### src/rtl/rf_wb_arbiter_pkg.sv
// Shared definitions for the register-file writeback arbiter.
package rf_wb_arbiter_pkg;

    localparam int DEF_DATA_W = 32;
    localparam int DEF_ADDR_W = 5;

    // Register $0 is hard-wired to zero; writes to it are swallowed.
    localparam logic [4:0] REG_ZERO = 5'd0;

    typedef enum logic [1:0] {
        GNT_NONE = 2'd0,
        GNT_WB0  = 2'd1,
        GNT_WB1  = 2'd2
    } gnt_e;

endpackage : rf_wb_arbiter_pkg

### src/rtl/mux_5bit.sv
// Register-address 2:1 multiplexer: ctrl selects b, otherwise a.
module mux_5bit (
    input  logic       ctrl,
    input  logic [4:0] a,
    input  logic [4:0] b,
    output logic [4:0] y
);

    assign y = ctrl ? b : a;

endmodule : mux_5bit

### src/rtl/rf_wb_arbiter_mux.sv
// Width-parameterised 2:1 data multiplexer: sel_i selects b_i, otherwise a_i.
module rf_wb_arbiter_mux #(
    parameter int W = 32
) (
    input  logic         sel_i,
    input  logic [W-1:0] a_i,
    input  logic [W-1:0] b_i,
    output logic [W-1:0] y_o
);

    assign y_o = sel_i ? b_i : a_i;

endmodule : rf_wb_arbiter_mux

### src/rtl/rf_wb_arbiter.sv
// Arbitrates the single register-file write port between the pipeline WB
// stage (port 0, fixed priority) and the MDU (port 1, starvation-protected),
// and registers the winning write onto the register file.
module rf_wb_arbiter
    import rf_wb_arbiter_pkg::*;
#(
    parameter int DATA_W     = DEF_DATA_W,
    parameter int ADDR_W     = DEF_ADDR_W,
    parameter int STARVE_MAX = 3
) (
    input  logic              clk,
    input  logic              rst,
    input  logic              wb0_valid,
    input  logic [ADDR_W-1:0] wb0_addr,
    input  logic [DATA_W-1:0] wb0_data,
    output logic              wb0_ready,
    input  logic              wb1_valid,
    input  logic [ADDR_W-1:0] wb1_addr,
    input  logic [DATA_W-1:0] wb1_data,
    output logic              wb1_ready,
    output logic              rf_we,
    output logic [ADDR_W-1:0] rf_waddr,
    output logic [DATA_W-1:0] rf_wdata,
    output logic [3:0]        starve_cnt
);

    localparam logic [3:0] STARVE_MAX_C = 4'(STARVE_MAX);

    gnt_e              gnt;
    logic              sel_wb1;
    logic [ADDR_W-1:0] addr_sel;
    logic [DATA_W-1:0] data_sel;

    logic              rf_we_q,    rf_we_d;
    logic [ADDR_W-1:0] rf_waddr_q, rf_waddr_d;
    logic [DATA_W-1:0] rf_wdata_q, rf_wdata_d;
    logic [3:0]        starve_q,   starve_d;

    // Grant decision: forced port 1, else port 0 priority, else port 1; nothing during reset.
    always_comb begin
        // NOTE: assign a default before any branch so every path drives the signal and no latch is inferred.
        gnt = GNT_NONE;
        if (!rst) begin
            if (wb1_valid && (starve_q == STARVE_MAX_C)) gnt = GNT_WB1;
            else if (wb0_valid)                          gnt = GNT_WB0;
            else if (wb1_valid)                          gnt = GNT_WB1;
        end
    end

    assign wb0_ready = (gnt == GNT_WB0);
    assign wb1_ready = (gnt == GNT_WB1);
    assign sel_wb1   = (gnt == GNT_WB1);

    mux_5bit u_addr_mux (
        .ctrl (sel_wb1),
        .a    (wb0_addr),
        .b    (wb1_addr),
        .y    (addr_sel)
    );

    rf_wb_arbiter_mux #(.W(DATA_W)) u_data_mux (
        .sel_i (sel_wb1),
        .a_i   (wb0_data),
        .b_i   (wb1_data),
        .y_o   (data_sel)
    );

    // Next-state for the write port and the starvation counter.
    always_comb begin
        rf_we_d    = 1'b0;
        rf_waddr_d = rf_waddr_q;
        rf_wdata_d = rf_wdata_q;
        starve_d   = starve_q;

        if (gnt != GNT_NONE) begin
            rf_we_d    = (addr_sel != ADDR_W'(REG_ZERO));
            rf_waddr_d = addr_sel;
            rf_wdata_d = data_sel;
        end

        // A refused port 1 request ages; a served or withdrawn one starts over.
        if (!wb1_valid || gnt == GNT_WB1) begin
            starve_d = 4'd0;
        end else if (gnt == GNT_WB0 && starve_q < STARVE_MAX_C) begin
            starve_d = starve_q + 4'd1;
        end
    end

    // State registers with synchronous reset.
    always_ff @(posedge clk) begin
        // NOTE: non-blocking assignments so every register samples pre-edge values, independent of statement order.
        if (rst) begin
            rf_we_q    <= 1'b0;
            rf_waddr_q <= '0;
            rf_wdata_q <= '0;
            starve_q   <= 4'd0;
        end else begin
            rf_we_q    <= rf_we_d;
            rf_waddr_q <= rf_waddr_d;
            rf_wdata_q <= rf_wdata_d;
            starve_q   <= starve_d;
        end
    end

    assign rf_we      = rf_we_q;
    assign rf_waddr   = rf_waddr_q;
    assign rf_wdata   = rf_wdata_q;
    assign starve_cnt = starve_q;

endmodule : rf_wb_arbiter
### config.mk
export PLATFORM = sky130hd
export DESIGN_NAME = rf_wb_arbiter
export DESIGN_NICKNAME = d
export VERILOG_FILES = /design/src/rtl/rf_wb_arbiter_pkg.sv /design/src/rtl/mux_5bit.sv /design/src/rtl/rf_wb_arbiter_mux.sv /design/src/rtl/rf_wb_arbiter.sv
export SDC_FILE = /design/constraint.sdc
export NUM_CORES = 1
export LEC_CHECK = 0
export BUFFER_PORTS_ARGS = -buffer_cell sky130_fd_sc_hd__buf_2
export CELL_PAD_IN_SITES_DETAIL_PLACEMENT = 2
export CELL_PAD_IN_SITES_GLOBAL_PLACEMENT = 2
export CORE_MARGIN = 2
export CORE_UTILIZATION = 25
export DETAILED_ROUTE_END_ITERATION = 6
export GPL_ROUTABILITY_DRIVEN = 0
export PLACE_DENSITY_LB_ADDON = 0.1
export SLEW_MARGIN = 5
export SYNTH_ARGS = -nofsm -noshare
export SYNTH_HDL_FRONTEND = slang
export SYNTH_SLANG_ARGS = --single-unit
### constraint.sdc
create_clock -name clk -period 3.65 [get_ports clk]
set_input_delay 0.1825 -clock clk [delete_from_list [all_inputs] [get_ports clk]]
set_output_delay 0.1825 -clock clk [all_outputs]
set_load 0.01 [all_outputs]
## Word-level counts from Yosys, hierarchy flattened

Cells that the tools add are included.

- Add/sub/neg operators: 1
- $lt $le $gt $ge: 1
- Eq/ne operators: 3
- Muxes and demuxes: 6
- Bitwise gates (word level): 1
- Reductions and logical operators: 8

Operators with widths:

| kind | number |
|---|---|
| $mux W32 | 1 |
| $mux W2 | 4 |
| $mux W5 | 1 |
| $reduce_bool A5 Y1 | 1 |
| $add A4 B1 Y4 const B | 1 |
| $eq A4 B2 Y1 const B | 1 |
| $lt A4 B2 Y1 const B | 1 |
| $reduce_or A2 Y1 | 2 |
| $eq A2 B1 Y1 const B | 1 |
| $eq A2 B2 Y1 const B | 1 |
| $logic_and A1 B1 Y1 | 2 |
| $reduce_bool A2 Y1 | 1 |
| $logic_not A1 Y1 | 1 |
| $logic_or A1 B1 Y1 | 1 |
| $not A1 Y1 | 1 |

- Register bits: 42
- Bits of input ports: 78
- Output and inout bits: 44
- Word-level logic and storage cells: 24

## Depth between registers and ports, before layout

- Word-level depth: 7
- Gate-level depth with buffers: 7
- Mapped depth without buffers: 5

## Cells and area by module

Synthesis repeated with hierarchy kept, for this count alone.

- Cell total of the unflattened synthesis: 235
- Area total of the unflattened synthesis: 2354.8 µm²

Modules (own cells, without submodules):

| module | times used | cells each | area an instance (µm²) | sequential area each (µm²) |
|---|---|---|---|---|
| rf_wb_arbiter | 1 | 194 | 1754.2 | 840.8 |
| rf_wb_arbiter_mux | 1 | 36 | 544.3 | 0.0 |
| mux_5bit | 1 | 5 | 56.3 | 0.0 |

## Worst setup path before layout

OpenSTA, ideal clock, no wires.

- Path kind: flip-flop to output port
- From: reg starve_q[0], in the netlist starve_cnt[0]
- To: out wb0_ready
- Arrival time: 1.375 ns
- Required time: 3.467 ns
- Path slack: 2.093 ns
- Stages on the path, launching flop included: 6
- Buffers on the path: 1
- Path through: dfxtp_1 ha_1 or3b_4 o21ai_4 buf_6 nor2_1

- Cells in the longest elaborated chain, start to end: 5

Ends and longest elaborated chain:

| what | RTL line | text |
|---|---|---|
| start, declared | rf_wb_arbiter.sv:37 | `logic [3:0] starve_q, starve_d;` |
| start signal, assigned | rf_wb_arbiter.sv:101 | `starve_q <= starve_d;` |
| $eq A4 B2 Y1 | rf_wb_arbiter.sv:44 | `if (wb1_valid && (starve_q == STARVE_MAX_C)) gnt = GNT_WB1;` |
| $logic_and A1 B1 Y1 | rf_wb_arbiter.sv:44 |  |
| $mux W2 | rf_wb_arbiter.sv:44 |  |
| $mux W2 | rf_wb_arbiter.sv:43 | `if (!rst) begin` |
| $eq A2 B1 Y1 | rf_wb_arbiter.sv:50 | `assign wb0_ready = (gnt == GNT_WB0);` |
| end, declared | rf_wb_arbiter.sv:16 | `output logic wb0_ready,` |

Every way passes these cells.

## Worst setup path in the final report

- From: reg starve_q[0], in the netlist starve_cnt[0]
- To: out wb1_ready

- Cells in the longest elaborated chain, start to end: 5

Ends and longest elaborated chain:

| what | RTL line | text |
|---|---|---|
| $eq A4 B2 Y1 | rf_wb_arbiter.sv:44 |  |
| $logic_and A1 B1 Y1 | rf_wb_arbiter.sv:44 |  |
| $mux W2 | rf_wb_arbiter.sv:44 |  |
| $mux W2 | rf_wb_arbiter.sv:43 |  |
| $eq A2 B2 Y1 | rf_wb_arbiter.sv:51 | `assign wb1_ready = (gnt == GNT_WB1);` |
| end, declared | rf_wb_arbiter.sv:20 | `output logic wb1_ready,` |

Every way passes these cells.

==> impl_results.md <==
- Status: finished clean
- Via count: 2166
- Total power per unit cell area: 373 nW/um2
- Number of remaining DRC errors: 0
- CTS max path bufs: 2
- Core region area: between 7000 and 8000 um2
- Mapped Area: approximately 2000 um2
- Number of iterations in the first detailed-routing pass: 4
- Proportion of layout cells with a drive suffix above 1: 0.484
- Total Negative Setup Slacks: 0 ps
- Slowest Stage Delay on Critical Path: roughly 640 ps
- Leakage power: roughly 1.3 nW
- Worst skew pair latency: roughly 290 ps
- Type of element launching the critical path: flip-flop
- Clock tree from TritonCTS: yes
- Max-cap violation count: 0
- Kind of cell with the highest combined delay on the critical path: simple AND/OR/NAND/NOR gates
- Final HPWL from detailed placement: 5260 um
- Leading cell type by number of instances after synthesis: dfxtp_1
- Library cell with the largest summed area after synthesis: dfxtp_1
- Placed instance area: ~2700 um2
- Number of gates resized after CTS: 0
- Final std cells w/o fill: around 440
- WL/cell: around 17 um
- Number of DRC markers in iteration 0: slightly below 90
- DIE AREA: 8890 um2
- Antenna violations before repair: 0
- Seq pwr share: 0.500
- Hold crit path type: in -> reg
- Setup repair after global routing missed its margin: false
- Area Growth Syn to Fin: 34.3%
- Final setup violating endpoints: 0
- CP max FO: 22
- Actual slew at the worst max-slew pin: about 920 ps
- Min Tclk post-route: between 2000 and 3000 ps
- Final antenna-violating net count: 0
- Number of nets produced by synthesis: ~300
- Area contributors post-synth: dfxtp_1, o221a_2, nor3_1
- WL final: around 7300 um
- Proportion of total power due to net switching: 0.285
- GR Overflow Total: 0
- Fraction of power consumed by combinational cells: 0.214
- Num ports: between 100 and 150
- Internal power: 0.729 mW
- Number of hold-repair buffers added at the cts stage: 0
- Required time of the worst setup path: ~3500 ps
- Number of flip-flops and latches in the synthesized netlist: between 40 and 50
- Warnings from Yosys: 0
- Max Clock Freq: approximately 390 MHz
- Proportion of synthesized flip-flops having asynchronous set or reset: 0
- Number of clock sinks: 42
- Final nets: between 400 and 500
- Total count of max-transition violations in the final report: 0
- Global-route wire length before repair: 11800 um
- Htree depth: 2
- Part of the Yosys area used for sequential elements: 0.413
- Maximum number of pins on one net before global-route repair: 46
- Number of buffers added on ports: between 100 and 150
- Std-Cell Rows: 32
- Ant. Diodes: 0
- Clk pin slew, worst setup/hold paths: ~80 ps
- X dimension of the die: 94.3 um
- Worst Hold Slack: 147 ps
- Worst setup EP type: output port
- Die Y: between 90 and 100 um
- Aggregate global-route resource usage: 0.169
- Top post-synthesis cells by count: dfxtp_1, nor2_1, nor3_1
- Top cell type's share of synthesized area: 0.413
- Number of distinct library cell variants in the gate-level netlist after synthesis: 35
- Worst path bufs/invs: 3
- Instance count after placement with tap cells included: between 400 and 500
- Count of flip-flops with a built-in enable after synthesis: 0
- Via count of the first global-routing pass: around 2300
- Post-synth top flop: dfxtp_1
- Slew margin rel.: 0.382
- Count of final hold-check violations: 0
- Number of CTS-inserted buffers: 5
- Effective utilization at floorplan: 0.261
- Final design area excluding fillers: approximately 2700 um2
- Worst IR Drop VDD: roughly 0.00013 V
- Clock root buffer master: clkbuf_8
- Share of the clock period used by the worst path after layout: 0.702
- Synthesized instance count: between 200 and 250
- Maximum clock skew at final layout: a little over 7 ps
- Number of buffers inserted to repair setup after CTS: 0
- Clock Power Share: 0.286
- Mean cell area of the mapped netlist: ~9.1 um2
- Critical path, cell by cell: ha_1, nor3b_2, o21ai_2, buf_4, inv_2, buf_2
- Switching component of the power: roughly 0.29 mW
- Ratio of routed vias to standard cells: slightly below 5
- Startpoint-to-endpoint class of the critical path: reg -> out
- Cell with the biggest individual delay on the critical path: nor3b_2
- Critical Path AT: 2380 ps
[state kept, by name, indices dropped and copies added, names as in the netlist]
signal,flops
starve_cnt,4
rf_waddr,5
rf_wdata,32
rf_we,1
[final timing paths]
check	start	end	slack [ps]	cells past startpoint
worst min register to register	starve_cnt[1]	starve_cnt[1]	500	2
worst max register to register	starve_cnt[0]	rf_wdata[6]	1390	5
worst max-delay path	starve_cnt[0]	wb1_ready	1090	6
worst min-delay path	wb0_data[4]	rf_wdata[4]	150	2
[through the flow]
step,worst slack [ps],util,power (mW)
2_1_floorplan,2090,-,0.641
3_3_place_gp,1440,0.341,0.739
3_5_place_dp,1360,0.341,0.744
4_1_cts,1040,0.350,1.04
5_1_grt,866,0.350,1.08
6_report,1090,0.350,1.02
[final cells by class]
class                      instances  area (um2)
clock buffer                       7        76.3
timing repair buffer             126         643
multi-input combinational        157        1040
tap                              102         128
fill                             945        5070
inverter                           3        11.3
sequential                        42         841
[metal layers]
metal  routed length (um)  up-vias  GRT usage
met5                    0        -          0
met3                  507        4     0.0482
met2                 3550       68      0.288
li1                     -     1054          -
met1                 3150     1040      0.211
met4                   53        0     0.0399
[power groups by stage]
stage                     sequential, mW  combinational [mW]  clock (mW)
final                              0.510               0.218       0.291
after CTS                          0.510               0.224       0.305
after floorplan                    0.537               0.104           0
after global placement             0.520               0.219           0
after global routing               0.515               0.244       0.324
after detailed placement           0.521               0.223           0
[worst reg2reg max path: stages, from the launching register on]
cell	delay, ps
dfxtp_1	370
ha_1	200
nor3b_2	640
o21ai_2	330
buf_4	320
o221a_2	290
[placed cells by master, fill, tap and decap left out, types with 7 or more instances in the layout]
master / count
nor3_1: 33
buf_2: 121
o21ai_0: 7
o221a_1: 10
nor2_1: 39
o221a_2: 22
nand2_1: 7
dfxtp_1: 42
nor2b_1: 7
[kinds of logic after synthesis]
family,after synthesis,synth area share
flops,42,0.413
fa+ha+maj,1,0.00614
simple gates,101,0.240
buf+inv,25,0.0786
compound gates,55,0.263
Power figures use the tool's default switching activity.
